**src/rtl/clk_gate_ctrl.sv**
```systemverilog
// clk_gate_ctrl: enable generator for the PE clock-gating cell (latch + AND ICG).
// It drops clk_en after IDLE_CYCLES consecutive idle cycles. It restores clk_en
// when work or a force_on override arrives. It raises ready WAKE_CYCLES edges
// after clk_en returns. It runs in the ungated clk domain.
// Optional feature macro: CLK_GATE_STATS_EN adds stats_clr / gated_cycles.
module clk_gate_ctrl #(
    parameter int IDLE_CYCLES = 8,
    parameter int WAKE_CYCLES = 2,
    parameter int CNT_W       = 16
) (
    input  logic             clk,
    input  logic             rst_n,
    input  logic             busy,
    input  logic             req_valid,
    input  logic             force_on,
`ifdef CLK_GATE_STATS_EN
    input  logic             stats_clr,
    output logic [CNT_W-1:0] gated_cycles,
`endif
    output logic             clk_en,
    output logic             ready,
    output logic [1:0]       state
);

    localparam int IDLE_W = (IDLE_CYCLES > 1) ? $clog2(IDLE_CYCLES) : 1;
    localparam int WAKE_W = (WAKE_CYCLES > 1) ? $clog2(WAKE_CYCLES) : 1;
    localparam logic [IDLE_W-1:0] IDLE_LAST = IDLE_W'(IDLE_CYCLES - 1);
    localparam logic [WAKE_W-1:0] WAKE_LAST = WAKE_W'(WAKE_CYCLES - 1);

    typedef enum logic [1:0] {
        ST_RUN     = 2'b00,
        ST_GATED   = 2'b01,
        ST_WAKE    = 2'b10,
        ST_ILLEGAL = 2'b11
    } state_e;

    state_e            state_q, state_d;
    logic [IDLE_W-1:0] idle_cnt_q, idle_cnt_d;
    logic [WAKE_W-1:0] wake_cnt_q, wake_cnt_d;
    logic              clk_en_q, clk_en_d;
    logic              ready_q, ready_d;
    logic              idle;

    assign idle = !busy && !req_valid && !force_on;

    // Next-state logic. The enable and ready values are decoded from the next state,
    // so the outputs come straight from flops.
    always_comb begin
        state_d    = state_q;
        idle_cnt_d = idle_cnt_q;
        wake_cnt_d = wake_cnt_q;
        case (state_q)
            ST_RUN: begin
                if (idle) begin
                    if (idle_cnt_q == IDLE_LAST) begin
                        state_d    = ST_GATED;
                        idle_cnt_d = '0;
                    end else begin
                        idle_cnt_d = idle_cnt_q + 1'b1;
                    end
                end else begin
                    idle_cnt_d = '0;
                end
            end
            ST_GATED: begin
                // The gated domain is frozen, so busy is stale here. Only new work or
                // the override wakes the domain.
                idle_cnt_d = '0;
                wake_cnt_d = '0;
                if (req_valid || force_on) begin
                    state_d = ST_WAKE;
                end
            end
            ST_WAKE: begin
                if (wake_cnt_q == WAKE_LAST) begin
                    state_d    = ST_RUN;
                    wake_cnt_d = '0;
                end else begin
                    wake_cnt_d = wake_cnt_q + 1'b1;
                end
            end
            default: begin
                state_d    = ST_RUN;
                idle_cnt_d = '0;
                wake_cnt_d = '0;
            end
        endcase
        clk_en_d = (state_d != ST_GATED);
        ready_d  = (state_d == ST_RUN);
    end

    // State and counter registers. Reset leaves the clock running so that the
    // gated logic also sees its reset.
    always_ff @(posedge clk or negedge rst_n) begin
        if (!rst_n) begin
            state_q    <= ST_RUN;
            idle_cnt_q <= '0;
            wake_cnt_q <= '0;
            clk_en_q   <= 1'b1;
            ready_q    <= 1'b1;
        end else begin
            state_q    <= state_d;
            idle_cnt_q <= idle_cnt_d;
            wake_cnt_q <= wake_cnt_d;
            clk_en_q   <= clk_en_d;
            ready_q    <= ready_d;
        end
    end

    assign clk_en = clk_en_q;
    assign ready  = ready_q;
    assign state  = state_q;

`ifdef CLK_GATE_STATS_EN
    logic [CNT_W-1:0] gated_cycles_q;

    // Gated-cycle statistics. The clear has priority, and the count saturates
    // instead of wrapping.
    always_ff @(posedge clk or negedge rst_n) begin
        if (!rst_n) begin
            gated_cycles_q <= '0;
        end else if (stats_clr) begin
            gated_cycles_q <= '0;
        end else if ((state_q == ST_GATED) && (gated_cycles_q != {CNT_W{1'b1}})) begin
            gated_cycles_q <= gated_cycles_q + 1'b1;
        end
    end

    assign gated_cycles = gated_cycles_q;
`endif

endmodule
```
**config.mk**
```make
export PLATFORM = sky130hd
export DESIGN_NAME = clk_gate_ctrl
export DESIGN_NICKNAME = d
export VERILOG_FILES = /design/src/rtl/clk_gate_ctrl.sv
export SDC_FILE = /design/constraint.sdc
export NUM_CORES = 1
export LEC_CHECK = 0
export ABC_AREA = 1
export CORE_AREA = 2 2 39 41
export DETAILED_ROUTE_END_ITERATION = 10
export DIE_AREA = 0 0 41 43
export GPL_TIMING_DRIVEN = 0
export HOLD_SLACK_MARGIN = 0.08
export PLACE_DENSITY = 0.53
export SLEW_MARGIN = 20
export SYNTH_ARGS = -nofsm -noshare
export SYNTH_HDL_FRONTEND = slang
export SYNTH_SLANG_ARGS = --single-unit
export TNS_END_PERCENT = 1
```
**constraint.sdc**
```tcl
create_clock -name clk -period 2.6 [get_ports clk]
set_input_delay 0.52 -clock clk [delete_from_list [all_inputs] [get_ports clk]]
set_output_delay 0.52 -clock clk [all_outputs]
set_load 0.05 [all_outputs]
```
==> results_dict.tcl, run 1 <==
set metrics [dict create \
    crit_path_start_kind "register" \
    layout_setup_ws_ns 0.5246 \
    place_ws_ns 0.7895 \
    worstMarginPinSlew_ns 0.4921 \
    start_util 0.2649 \
    ctsHoldBuffers 0 \
    netlist_area_um2 366.6 \
    grt_pass1_wl_mm 1.035 \
    insertedDiodeCount 0 \
    synth-seq-cells 8 \
    p_switching_w 0.00005908 \
    gp_congestion 0.6726 \
    cts-root-buf "clkbuf_4" \
    dieArea_um2 1763 \
    wl_per_cell_um 9.309 \
    finalCritPeriodShare 0.7982 \
    cp_top_family "buffers and inverters" \
    reg2reg_slack_ns 1.41 \
    coreArea_um2 1384 \
    vias 288 \
    clockPowerShare 0.416 \
    io_pins 9 \
    dp_hpwl_um 486.2 \
    internal-power_w 0.0001987 \
    via_per_inst 4.235 \
    most-common-layout-cells "clkdlybuf4s50_1, inv_1, nand3_1, dfrtp_1" \
    drv_slew 0 \
    ir_worst_vdd_v 0.0002457 \
    power.density_nw_per_um2 522.8 \
    cts_tree "yes" \
    nets 60 \
    path_clk_slew_ns 0.06 \
    cts_made_buffers 3 \
    worst-path-buf-inv 1 \
    path_class "register to primary output" \
    antenna_found_initial 0 \
    drc_errors 0 \
    firstDrtPassIters 2 \
    routed_wl_um 633 \
    dieHeight_um 43 \
    hold_viol 0 \
    first_global_vias 243 \
    endpoint_kind "primary output" \
    rsz0062_at_grt "no" \
    final_common_cell "clkdlybuf4s50_1" \
    antenna_left 0 \
    pwr-share-seq 0.516 \
    first_iter_violations 7 \
    finalSetupTns_ns 0 \
    cts_buffer_depth 2 \
    swShare 0.2292 \
    syn_inst 40 \
    drive_gt1_frac 0.2308 \
    pwr-share-comb 0.067 \
    grt_max_degree 9 \
    area.growth.synth_to_final_pct 34.47 \
    final.min_clock_period_ns 2.075 \
    maxSlewHeadroom 0.6709 \
    rows 14 \
    track_usage 0.09606 \
    synth_cell_type_count 12 \
    dieWidth_um 41 \
    cp.required_ns 2.08 \
    stdcell_count 68 \
    crit_chain "clkdlybuf4s50_1" \
    grt_overflow 0 \
    h-tree-depth 1 \
    yosysSeqAreaShare 0.5529 \
    hold_path_class "input pin to asynchronous set/reset pin" \
    portBuffers 8 \
    cpPeakStageDelay_ns 0.84 \
    setup_viol 0 \
    postCtsSetupBuffers 0 \
    post_cts_resized 0 \
    clk-insertion-delay-late_ns 0.27 \
    fin_worst_skew_ns 0.01254 \
    status "finished clean" \
    crit_arrival_ns 1.56 \
    p_leak_nw 0.2344 \
    slowest_stage "clkdlybuf4s50_1" \
    fmax_mhz 481.8 \
    synth_nets 47 \
    cts.sinks 8 \
    synth.avg_cell_area_um2 9.165 \
    dp.cells 64 \
    crit_fanout 7 \
    maxCapViolCount 0 \
    yosysWarnings 0 \
]
==> logic make-up after synthesis <==
group / count (synthesis) / share of synthesized area
flip-flops: 8 / 0.5529
buffers and inverters: 8 / 0.08191
adder cells (fa/ha/maj): 2 / 0.06825
AND/OR/NAND/NOR: 17 / 0.2287
AO/OA/AOI/OAI: 5 / 0.06825
==> worst paths after layout <==
check,startpoint,to,cells after the start
worst min-delay path,rst_n,wake_cnt_q,1
worst max-delay path,state[1],state[1],1
max in group asynchronous,rst_n,clk_en,1
worst min register to register,idle_cnt_q[2],idle_cnt_q[2],2
worst max register to register,idle_cnt_q[0],ready,7
min in group clk,idle_cnt_q[2],idle_cnt_q[2],2
==> synth_stat cells <==
cell | count | area share
nand2_1 | 4 | 0.041
inv_2 | 2 | 0.020
dfrtp_1 | 6 | 0.41
ha_1 | 2 | 0.068
inv_1 | 6 | 0.061
o21ai_1 | 1 | 0.014
dfstp_2 | 2 | 0.14
nand2_2 | 3 | 0.051
o21ai_0 | 4 | 0.055
nor2_1 | 2 | 0.020
nand3_1 | 6 | 0.082
nor2_2 | 2 | 0.034
==> layout make-up <==
class | count | area [µm²]
repair buffers | 8 | 80.08
flip-flops and latches | 8 | 202.7
fillers | 143 | 890.9
clock buffers | 4 | 26.28
multi-input cells | 24 | 133.9
well taps | 16 | 20.02
inverters | 8 | 30.03
==> sequential cells by signal, indices dropped and copies added, names as in the netlist <==
name and flops:
state 2, clk_en 1, ready 1, wake_cnt_q 1, idle_cnt_q 3
==> layer usage <==
metal | track usage | part of all wire | routed length, µm
met5 | 0 | 0 | 0
met1 | 0.1250 | 0.49 | 312
met3 | 0.03141 | 0.038 | 24
met2 | 0.1219 | 0.43 | 272
met4 | 0.08000 | 0.038 | 24
==> stage by stage <==
stage	hold WS (ns)	cell area (µm²)	power, W	utilization
after floorplan	0.2244	366.6	0.0001425	-
after global placement	0.5085	466.7	0.0001524	0.3373
after detailed placement	0.5195	466.7	0.0001535	0.3373
after CTS	0.5336	493.0	0.0002605	0.3562
after global routing	0.5567	493.0	0.0002733	0.3562
final	0.5189	493.0	0.0002577	0.3562
==> power by group through the flow <==
stage                     registers, W    logic, W  clock network [W]
after floorplan               0.000134  0.00000803                  0
after global placement        0.000135   0.0000176                  0
after detailed placement      0.000135   0.0000180                  0
after CTS                     0.000133   0.0000180           0.000109
after global routing          0.000134   0.0000216           0.000118
final                         0.000133   0.0000174           0.000107
(Power assumes the default switching activity.)
==> inputs of run 2 (changes only) <==
==> constraint.sdc (replaced) <==
create_clock -name clk -period 2 [get_ports clk]
set_input_delay 0.4 -clock clk [delete_from_list [all_inputs] [get_ports clk]]
set_output_delay 0.4 -clock clk [all_outputs]
set_load 0.05 [all_outputs]
==> results_dict.tcl, run 2 (synthesized netlist as in run 1, its figures left out) <==
set metrics [dict create \
    clk-insertion-delay-late_ns 0.27 \
    reg2reg_depth 7 \
    portBuffers 8 \
    setup_viol 0 \
    ir_worst_vdd_v 0.0003194 \
    status "finished clean" \
    fin_hold_ws_ns 0.3989 \
    power.density_nw_per_um2 676.3 \
    antenna_found_initial 0 \
    fmax_mhz 511.9 \
    start_util 0.2649 \
    met1_usage 0.1250 \
    top_usage_layer "met1" \
    first_iter_violations 7 \
    r2r-start "idle_cnt_q[0]" \
    rr_endpoint "ready" \
    hold_path_class "input pin to asynchronous set/reset pin" \
    fin_area_um2 495.5 \
    placed_area_um2 466.7 \
    crit_fanout 1 \
    dieArea_um2 1763 \
    crit_arrival_ns 1.55 \
    routed_wl_um 636 \
    area.growth.synth_to_final_pct 35.15 \
    track_usage 0.09606 \
    reg2reg_slack_ns 0.81 \
    h-tree-depth 1 \
    maxCapViolCount 0 \
    most-common-layout-cells "clkdlybuf4s50_1, inv_1, nand3_1, dfrtp_1" \
    grt_overflow 0 \
    grt_max_degree 9 \
    rows 14 \
    vias 288 \
    crit_chain "clkdlybuf4s50_1" \
    antenna_left 0 \
    cts-root-buf "clkbuf_4" \
    firstDrtPassIters 2 \
    cpPeakStageDelay_ns 0.79 \
    finalCritPeriodShare 0.9767 \
    drc_errors 0 \
    dieWidth_um 41 \
    largest-register "idle_cnt_q" \
    final.min_clock_period_ns 1.953 \
    rsz0062_at_grt "no" \
    dieHeight_um 43 \
    worst-path-buf-inv 1 \
    cts_made_buffers 3 \
    cts_buffer_depth 2 \
    final_core_util 0.3580 \
    final_common_cell "clkdlybuf4s50_1" \
    hold_viol 0 \
    drv_slew 0 \
    cp_top_family "buffers and inverters" \
    largest_reg_flops 3 \
    insertedDiodeCount 0 \
    gp_congestion 0.6726 \
    worstMarginPinSlew_ns 0.4999 \
    cts.sinks 8 \
    gr-usage-met2 0.1219 \
    slowest_stage "clkdlybuf4s50_1" \
    maxSlewHeadroom 0.6662 \
    io_pins 9 \
    postCtsSetupBuffers 0 \
    first_global_vias 243 \
    ctsHoldBuffers 0 \
    path_clk_slew_ns 0.06 \
    wl_per_cell_um 9.353 \
    drive_gt1_frac 0.2308 \
    place_ws_ns 0.3095 \
    fin_worst_skew_ns 0.01254 \
    layout_setup_ws_ns 0.04654 \
    coreArea_um2 1384 \
    crit_path_start_kind "register" \
    p_leak_nw 0.2532 \
    cp.required_ns 1.60 \
    endpoint_kind "primary output" \
    dp_hpwl_um 486.2 \
    path_class "register to primary output" \
    nets 60 \
    via_per_inst 4.235 \
    finalSetupTns_ns 0 \
    cts_tree "yes" \
    grt_pass1_wl_mm 1.035 \
    grt_use_met3 0.03141 \
]
==> run 2: area by class of cell <==
cell class,instances,area (µm²)
sequential,8,202.7
multi-input combinational,24,133.9
clock buffer,4,26.28
timing repair buffer,8,82.58
fill,145,888.4
inverter,8,30.03
tap,16,20.02
==> run 2: layer usage <==
layer	vias up	part of all wire
met4	0	0.038
met5	-	0
met1	124	0.49
met3	2	0.038
li1	154	-
met2	8	0.43
==> run 2: report_power, final <==
| part | switching [W] | internal [W] |
|---|---|---|
| logic | 0.0000112 | 0.0000114 |
| registers | 0.00000292 | 0.000170 |
| clock network | 0.0000627 | 0.0000767 |
| total | 0.0000768 | 0.000258 |
==> run 2: worst register-to-register path: stages, from the launching register on <==
cell	delay (ns)
dfrtp_1	0.41
ha_1	0.21
ha_1	0.17
inv_1	0.08
nor2_2	0.05
nand2_2	0.06
nand2_2	0.06
nor2_2	0.07
==> run 2: worst max-delay path by stage <==
stage	startpoint	end	cells after the start
floorplan	state[0]	ready	6
global placement	state[1]	state[1]	1
detailed placement	state[1]	state[1]	1
CTS	state[1]	state[1]	1
global route	ready	ready	1
finish	ready	ready	1
==> run 2: metrics by stage <==
| stage | total power, W | std cells |
|---|---|---|
| 2_1_floorplan | 0.0001852 | 40 |
| 3_3_place_gp | 0.0001981 | 64 |
| 3_5_place_dp | 0.0001995 | 64 |
| 4_1_cts | 0.0003386 | 68 |
| 5_1_grt | 0.0003553 | 68 |
| 6_report | 0.0003351 | 68 |
==> run 2: repair_timing <==
item                                    CTS  global route
endpoints found under the hold margin     0             0
gates resized for setup                   0             1
endpoints found under the setup margin    0             1
